**src/rtl/score4_game_ctrl.sv**
```systemverilog
// ---------------------------------------------------------------------------
// score4_game_ctrl
// Game-sequencing controller for the score4 (connect-four) display path.
// Owns the board, turns three synchronised buttons into cursor moves and
// piece drops, and stops the game once every cell is occupied.
//
// A drop scans the cursor column bottom-up, one row per cycle, and writes
// the moving player's colour into the lowest empty cell.
//
// Configuration macro:
//   WRAP_CURSOR_EN  - when defined, the cursor wraps from the leftmost
//                     column to the rightmost (and back) instead of
//                     saturating at the board edges.
//
// Ports:
//   clk        in   system clock
//   rst        in   asynchronous active-low reset
//   btn_left   in   level; rising edge moves the cursor one column left
//   btn_right  in   level; rising edge moves the cursor one column right
//   btn_drop   in   level; rising edge drops a piece in the cursor column
//   panel      out  [1:0] per cell, [ROWS-1:0][COLS-1:0] unpacked
//                   00 empty, 01 red, 10 green
//   play       out  one-hot cursor column (bit COLS-1 = leftmost)
//   turn       out  0 = red to move, 1 = green to move
//   busy       out  high while a drop is being scanned/committed
//   col_full   out  one-cycle pulse when a drop hits a full column
//   game_over  out  board full; sticky until reset
// ---------------------------------------------------------------------------
module score4_game_ctrl #(
    parameter int ROWS        = 6,
    parameter int COLS        = 7,
    parameter int CURSOR_INIT = 6
) (
    input  logic            clk,
    input  logic            rst,
    input  logic            btn_left,
    input  logic            btn_right,
    input  logic            btn_drop,
    output logic [1:0]      panel [ROWS-1:0][COLS-1:0],
    output logic [COLS-1:0] play,
    output logic            turn,
    output logic            busy,
    output logic            col_full,
    output logic            game_over
);

    localparam int ROW_W = (ROWS > 1) ? $clog2(ROWS) : 1;
    localparam int COL_W = (COLS > 1) ? $clog2(COLS) : 1;
    localparam int CELLS = ROWS * COLS;
    localparam int CNT_W = $clog2(CELLS + 1);

    localparam logic [ROW_W-1:0] ROW_TOP    = ROW_W'(ROWS - 1);
    localparam logic [CNT_W-1:0] CNT_LAST   = CNT_W'(CELLS);
    localparam logic [COLS-1:0]  PLAY_INIT  = COLS'(1) << CURSOR_INIT;
    localparam logic [1:0]       CELL_EMPTY = 2'b00;
    localparam logic [1:0]       CELL_RED   = 2'b01;
    localparam logic [1:0]       CELL_GREEN = 2'b10;

    typedef enum logic [1:0] {
        ST_IDLE   = 2'b00,
        ST_SCAN   = 2'b01,
        ST_COMMIT = 2'b10,
        ST_OVER   = 2'b11
    } state_t;

    // Registers
    state_t           r_state;
    logic [2:0]       r_btn_q;
    logic [COLS-1:0]  r_play;
    logic             r_turn;
    logic             r_busy;
    logic             r_col_full;
    logic             r_game_over;
    logic [CNT_W-1:0] r_move_cnt;
    logic [ROW_W-1:0] r_row;
    logic [COL_W-1:0] r_col;
    logic [1:0]       r_panel [ROWS-1:0][COLS-1:0];

    // Next-state / decode wires
    state_t           w_state_nxt;
    logic [2:0]       w_btn;
    logic [2:0]       w_edge;
    logic             w_edge_left;
    logic             w_edge_right;
    logic             w_edge_drop;
    logic [COLS-1:0]  w_play_nxt;
    logic             w_turn_nxt;
    logic             w_busy_nxt;
    logic             w_col_full_nxt;
    logic             w_game_over_nxt;
    logic [CNT_W-1:0] w_cnt_nxt;
    logic [ROW_W-1:0] w_row_nxt;
    logic [COL_W-1:0] w_col_nxt;
    logic             w_wr_en;
    logic [1:0]       w_wr_val;

    // Index of the set bit in a one-hot cursor vector.
    function automatic logic [COL_W-1:0] f_onehot_idx(input logic [COLS-1:0] p);
        logic [COL_W-1:0] idx;
        idx = {COL_W{1'b0}};
        for (int i = 0; i < COLS; i++) begin
            if (p[i]) begin
                idx = COL_W'(i);
            end
        end
        return idx;
    endfunction

    // Cursor one column to the left (towards bit COLS-1).
    function automatic logic [COLS-1:0] f_cursor_left(input logic [COLS-1:0] p);
        logic [COLS-1:0] n;
        if (p[COLS-1]) begin
`ifdef WRAP_CURSOR_EN
            n = {{(COLS-1){1'b0}}, 1'b1};
`else
            n = p;
`endif
        end else begin
            n = {p[COLS-2:0], 1'b0};
        end
        return n;
    endfunction

    // Cursor one column to the right (towards bit 0).
    function automatic logic [COLS-1:0] f_cursor_right(input logic [COLS-1:0] p);
        logic [COLS-1:0] n;
        if (p[0]) begin
`ifdef WRAP_CURSOR_EN
            n = {1'b1, {(COLS-1){1'b0}}};
`else
            n = p;
`endif
        end else begin
            n = {1'b0, p[COLS-1:1]};
        end
        return n;
    endfunction

    assign w_btn        = {btn_drop, btn_right, btn_left};
    assign w_edge       = w_btn & ~r_btn_q;
    assign w_edge_left  = w_edge[0];
    assign w_edge_right = w_edge[1];
    assign w_edge_drop  = w_edge[2];

    // Next-state and datapath decode for the game sequencer.
    always_comb begin
        w_state_nxt     = r_state;
        w_play_nxt      = r_play;
        w_turn_nxt      = r_turn;
        w_col_full_nxt  = 1'b0;
        w_game_over_nxt = r_game_over;
        w_cnt_nxt       = r_move_cnt;
        w_row_nxt       = r_row;
        w_col_nxt       = r_col;
        w_wr_en         = 1'b0;
        w_wr_val        = CELL_EMPTY;

        case (r_state)
            ST_IDLE: begin
                // A drop edge wins over any cursor edge in the same cycle.
                if (w_edge_drop) begin
                    w_col_nxt   = f_onehot_idx(r_play);
                    w_row_nxt   = {ROW_W{1'b0}};
                    w_state_nxt = ST_SCAN;
                end else if (w_edge_left && !w_edge_right) begin
                    w_play_nxt = f_cursor_left(r_play);
                end else if (w_edge_right && !w_edge_left) begin
                    w_play_nxt = f_cursor_right(r_play);
                end else begin
                    w_play_nxt = r_play;
                end
            end
            ST_SCAN: begin
                if (r_panel[r_row][r_col] == CELL_EMPTY) begin
                    w_wr_en     = 1'b1;
                    w_wr_val    = r_turn ? CELL_GREEN : CELL_RED;
                    w_state_nxt = ST_COMMIT;
                end else if (r_row == ROW_TOP) begin
                    // Column already full: reject without touching board/turn.
                    w_col_full_nxt = 1'b1;
                    w_state_nxt    = ST_IDLE;
                end else begin
                    w_row_nxt = r_row + ROW_W'(1);
                end
            end
            ST_COMMIT: begin
                w_turn_nxt = ~r_turn;
                w_cnt_nxt  = r_move_cnt + CNT_W'(1);
                if (w_cnt_nxt == CNT_LAST) begin
                    w_game_over_nxt = 1'b1;
                    w_state_nxt     = ST_OVER;
                end else begin
                    w_state_nxt = ST_IDLE;
                end
            end
            ST_OVER: begin
                // Terminal: only reset leaves this state.
                w_state_nxt = ST_OVER;
            end
            default: begin
                w_state_nxt = ST_IDLE;
            end
        endcase

        w_busy_nxt = (w_state_nxt == ST_SCAN) || (w_state_nxt == ST_COMMIT);
    end

    // State, control and output registers.
    always_ff @(posedge clk or negedge rst) begin
        if (!rst) begin
            r_state     <= ST_IDLE;
            r_btn_q     <= 3'b000;
            r_play      <= PLAY_INIT;
            r_turn      <= 1'b0;
            r_busy      <= 1'b0;
            r_col_full  <= 1'b0;
            r_game_over <= 1'b0;
            r_move_cnt  <= {CNT_W{1'b0}};
            r_row       <= {ROW_W{1'b0}};
            r_col       <= {COL_W{1'b0}};
        end else begin
            r_state     <= w_state_nxt;
            r_btn_q     <= w_btn;
            r_play      <= w_play_nxt;
            r_turn      <= w_turn_nxt;
            r_busy      <= w_busy_nxt;
            r_col_full  <= w_col_full_nxt;
            r_game_over <= w_game_over_nxt;
            r_move_cnt  <= w_cnt_nxt;
            r_row       <= w_row_nxt;
            r_col       <= w_col_nxt;
        end
    end

    // Board storage; a single cell write per drop, so the renderer never
    // sees an intermediate value.
    always_ff @(posedge clk or negedge rst) begin
        if (!rst) begin
            for (int r = 0; r < ROWS; r++) begin
                for (int c = 0; c < COLS; c++) begin
                    r_panel[r][c] <= CELL_EMPTY;
                end
            end
        end else if (w_wr_en) begin
            r_panel[r_row][r_col] <= w_wr_val;
        end
    end

    assign panel     = r_panel;
    assign play      = r_play;
    assign turn      = r_turn;
    assign busy      = r_busy;
    assign col_full  = r_col_full;
    assign game_over = r_game_over;

endmodule

```
**config.mk**
```make
export PLATFORM = sky130hd
export DESIGN_NAME = score4_game_ctrl
export DESIGN_NICKNAME = d
export VERILOG_FILES = /design/src/rtl/score4_game_ctrl.sv
export SDC_FILE = /design/constraint.sdc
export NUM_CORES = 1
export LEC_CHECK = 0
export CORE_AREA = 2 2 98 100
export DETAILED_ROUTE_END_ITERATION = 8
export DIE_AREA = 0 0 100 102
export MAX_ROUTING_LAYER = met4
export PLACE_DENSITY = 0.95
export REMOVE_ABC_BUFFERS = 1
export SLEW_MARGIN = 40
export SYNTH_ARGS = -nofsm -noshare
export SYNTH_HDL_FRONTEND = slang
export SYNTH_SLANG_ARGS = --single-unit
```
**constraint.sdc**
```tcl
create_clock -name clk -period 5.17 [get_ports clk]
set_input_delay 0.517 -clock clk [delete_from_list [all_inputs] [get_ports clk]]
set_output_delay 0.517 -clock clk [all_outputs]
set_load 0.01 [all_outputs]
```
==> summary.md <==
The proportion of layout cells with a drive suffix above 1 is 9.464%. Initial core utilization: 55.45%. Across the whole layout, storage elements account for 2806 sq um. The logs give 2087 sq um for the multi-input gate area in the final layout and 0 for the post-cts resize count. After synthesis the netlist holds a flip-flop and latch count of 112. The critical path goes through mux4_2, o2bb2ai_1, nor4_1, nor4b_1, nor4_4, nand3_1, o21bai_1. For the pin count of the biggest net entering global routing, the log shows 65.

The half-perimeter wire length after detailed placement was 9145 um; the maximum ir drop on the vdd rail was 248.3 uV. The kind of critical path was register to register. Routability-driven placement finished with a final weighted congestion of 0.9188.

The max-slew violation count is 0. The cell count after synthesis is 471, and the final net count is 566. The logs give 4,200 for the number of global-route vias before repair and 289.6 MHz for the maximum achievable frequency. Counting both buffers and inverters, the worst setup path holds a total of 0. Leaving out fill and tap cells, the most frequent cell in the layout is sky130_fd_sc_hd__dfrtp_1. Clock-pin slew was measured on the worst setup and hold paths at 0.11 ns. Die area: 10,200 sq um.

The run gives 0 as the initial antenna violation count. The number of port buffers was 99. In this run the worst path has a maximum fanout of 27.

After synthesis the cells add up to 5051 sq um. Family with the most delay on the worst path: simple AND/OR/NAND/NOR gates. Summed over all cells, the static leakage comes to 2.725 nW.

The nature of the critical path endpoint is a register. The cell type of the slowest stage on the worst timing path is sky130_fd_sc_hd__dfrtp_2. The largest stage delay on the critical path was 0.73 ns; the minimum setup slack in the final design was 1.717 ns.

The library cells used most frequently in the layout, excluding fill and tap cells, are 109 x sky130_fd_sc_hd__dfrtp_1, 98 x sky130_fd_sc_hd__clkdlybuf4s50_1, 49 x sky130_fd_sc_hd__o21bai_1. The tightest min-delay check is of the primary input to async pin type. Antenna diode count: 0.

The clock passes through at most 2 buffers. Data arrives at the worst endpoint at 3.73 ns. After detailed routing, the average wire length per cell comes to 19.55 um. The average cell area after synthesis was 10.72 sq um; the worst setup skew after layout was 0.01611 ns. The overall global routing resource usage is 27.75%, and the fraction of the cycle the final worst path needs is 66.80%.

The async set-reset flop share out of synthesis was 100.0%; the worst slew margin relative to its limit was 49.18%. The global-route congestion overflow total is 0, and the number of cell rows is 35. Synthesis instantiated 53 different standard cells from the library. Timing analysis after detailed placement gives a worst setup slack of 1.283 ns. The layout overhead on the synthesized area was 24.99%.

The tool flagged a number of max-cap violations equal to 0. The antenna violation net count after detailed routing was 0; the sequential element share of the synthesized area was 55.51%. The placeable core region was 9109 sq um; the total number of vias was 4,251. The commonest register cell after synthesis is sky130_fd_sc_hd__dfrtp_1. The worst path needs 3.453 ns of the cycle, external delays included.

Yosys printed 0 warnings. The post-CTS setup buffer count was 0. CTS placed an instance of sky130_fd_sc_hd__clkbuf_8 at the clock tree root.

Adding up every negative setup slack in the final design gives 0 ns. For this run, the detailed router's first-pass iteration total came to 5. The first-pass GRT wire length was 21,560 um.

The flow ran to the end, and the final reports show no timing, DRC or antenna violations. The floorplan step set the die height to 102 um. After filler insertion, the fill cell instance count of the layout stands at 645. For the source-to-sink clock delay at the later pin of the worst-skew pair, the log shows 0.38 ns. Final-report hold violation count: 0.

Setup repair after global routing left no endpoint under its margin. The required time of the worst setup path was 5.44 ns. The via count normalized by instance count is 6.335, and the number of flops mapped to enable cells by yosys is 0. The transition time at the pin with the least slew margin works out to 0.7624 ns. STA classifies the critical path startpoint as a register. TritonCTS built the clock tree. For this design the ratio of total power to cell area is 494.1 nW/um^2.

In this run, the number of DRC markers left after iteration 0 of detailed routing was 435. Setup violations remaining at the end of the flow were counted as 0. During I/O placement, the number of pins put on the boundary was 100. Buffers inserted to repair hold after CTS numbered 0.

The final layout contains routed wiring with a total length of 13,120 um. After detailed routing, the number of remaining DRC violations is 0. The floorplan die width came out at 100 um. Number of CTS-inserted buffers: 9. The H-tree was split into 3 levels.

The CTS sink count is 112.
[where the power goes]
group / switching, mW / internal [mW] / total [mW] / leakage, nW
registers: 0.282 / 1.05 / 1.34 / 1.49
logic: 0.657 / 0.557 / 1.21 / 1.12
clock network: 0.296 / 0.274 / 0.570 / 0.106
total: 1.23 / 1.88 / 3.12 / 2.73
[sequential cells by signal, summed over array words and instances (netlist names)]
signal / cells
panel: 84
play: 7
r_move_cnt: 6
r_btn_q: 3
r_col: 3
r_row: 3
r_state: 2
busy: 1
col_full: 1
game_over: 1
turn: 1
[layout make-up]
type | instances | area share, %
Clock buffer | 9 | 1.962
Tap cell | 111 | 2.200
Timing Repair Buffer | 103 | 16.19
Clock inverter | 6 | 1.486
Sequential cell | 112 | 44.45
Multi-Input combinational cell | 319 | 33.06
Inverter | 11 | 0.6540
[cell usage after synthesis, types with 2 or more instances]
master	n	area share (%)
sky130_fd_sc_hd__a31o_2	24	4.2
sky130_fd_sc_hd__a211oi_1	5	0.74
sky130_fd_sc_hd__a21oi_1	15	1.5
sky130_fd_sc_hd__or2_2	2	0.25
sky130_fd_sc_hd__and2_1	2	0.25
sky130_fd_sc_hd__o211ai_1	3	0.45
sky130_fd_sc_hd__clkbuf_1	13	0.97
sky130_fd_sc_hd__nand4_1	2	0.25
sky130_fd_sc_hd__inv_1	11	0.82
sky130_fd_sc_hd__nor4_1	3	0.37
sky130_fd_sc_hd__xor2_1	4	0.69
sky130_fd_sc_hd__o22ai_1	5	0.62
sky130_fd_sc_hd__nand3_1	14	1.4
sky130_fd_sc_hd__o21ai_0	21	2.1
sky130_fd_sc_hd__mux2i_1	13	2.6
sky130_fd_sc_hd__o2bb2ai_1	2	0.35
sky130_fd_sc_hd__nor2_1	32	2.4
sky130_fd_sc_hd__a22oi_1	3	0.45
sky130_fd_sc_hd__xnor2_1	3	0.52
sky130_fd_sc_hd__or3_1	2	0.25
sky130_fd_sc_hd__nand2b_1	9	1.1
sky130_fd_sc_hd__a21o_1	13	1.9
sky130_fd_sc_hd__buf_2	10	0.99
sky130_fd_sc_hd__nand2_1	32	2.4
sky130_fd_sc_hd__nor3_1	25	2.5
sky130_fd_sc_hd__buf_1	2	0.15
sky130_fd_sc_hd__o21bai_1	49	7.3
sky130_fd_sc_hd__buf_4	4	0.59
sky130_fd_sc_hd__a2111oi_0	3	0.52
sky130_fd_sc_hd__nor2b_1	7	0.87
sky130_fd_sc_hd__o31ai_1	2	0.30
sky130_fd_sc_hd__ha_1	5	1.2
sky130_fd_sc_hd__dfrtp_1	111	55
[routing by layer]
layer  track usage [%]  share of wire [%]  up-vias
met3             4.788                7.4       28
met1             37.39                 41     2130
li1                  -                  -     1875
met4             9.378                1.9        0
met2             43.30                 50      218
met5                 -                  0        -
[final timing paths]
path / startpoint / to / slack, ns / cells after the start
setup / recovery: r_row[0] / panel[66] / 1.72 / 7
hold / removal: rst / panel[32] / 0.15 / 1
setup reg to reg: r_row[0] / panel[66] / 1.72 / 7
hold reg to reg: game_over / game_over / 0.48 / 1
max in group asynchronous: rst / r_row[0] / 4.04 / 2
min in group clk: game_over / game_over / 0.48 / 1
[per-stage QoR]
step	instances	utilization [%]	area (sq um)	total power, mW	hold WS (ns)
floorplan	442	-	4915	1.936	0.2214
global placement	656	66.66	6072	2.459	0.4536
detailed placement	656	66.76	6081	2.518	0.4552
CTS	671	69.15	6299	3.087	0.1657
global route	671	69.31	6314	3.291	0.2014
finish	671	69.31	6314	3.119	0.1544
[cells by family (layout without fill, tap and decap cells)]
family                   count (synthesis)  count (layout)  synth area share (%)
AO/OA/AOI/OAI                          156             156                 22.12
XOR/XNOR                                 7               7                 1.214
adder cells (fa/ha/maj)                  5               5                 1.239
buffers and inverters                   40             129                 3.518
flip-flops                             112             112                 55.51
multiplexers                            15              15                 3.245
AND/OR/NAND/NOR                        136             136                 13.15
(Power assumes the default switching activity.)
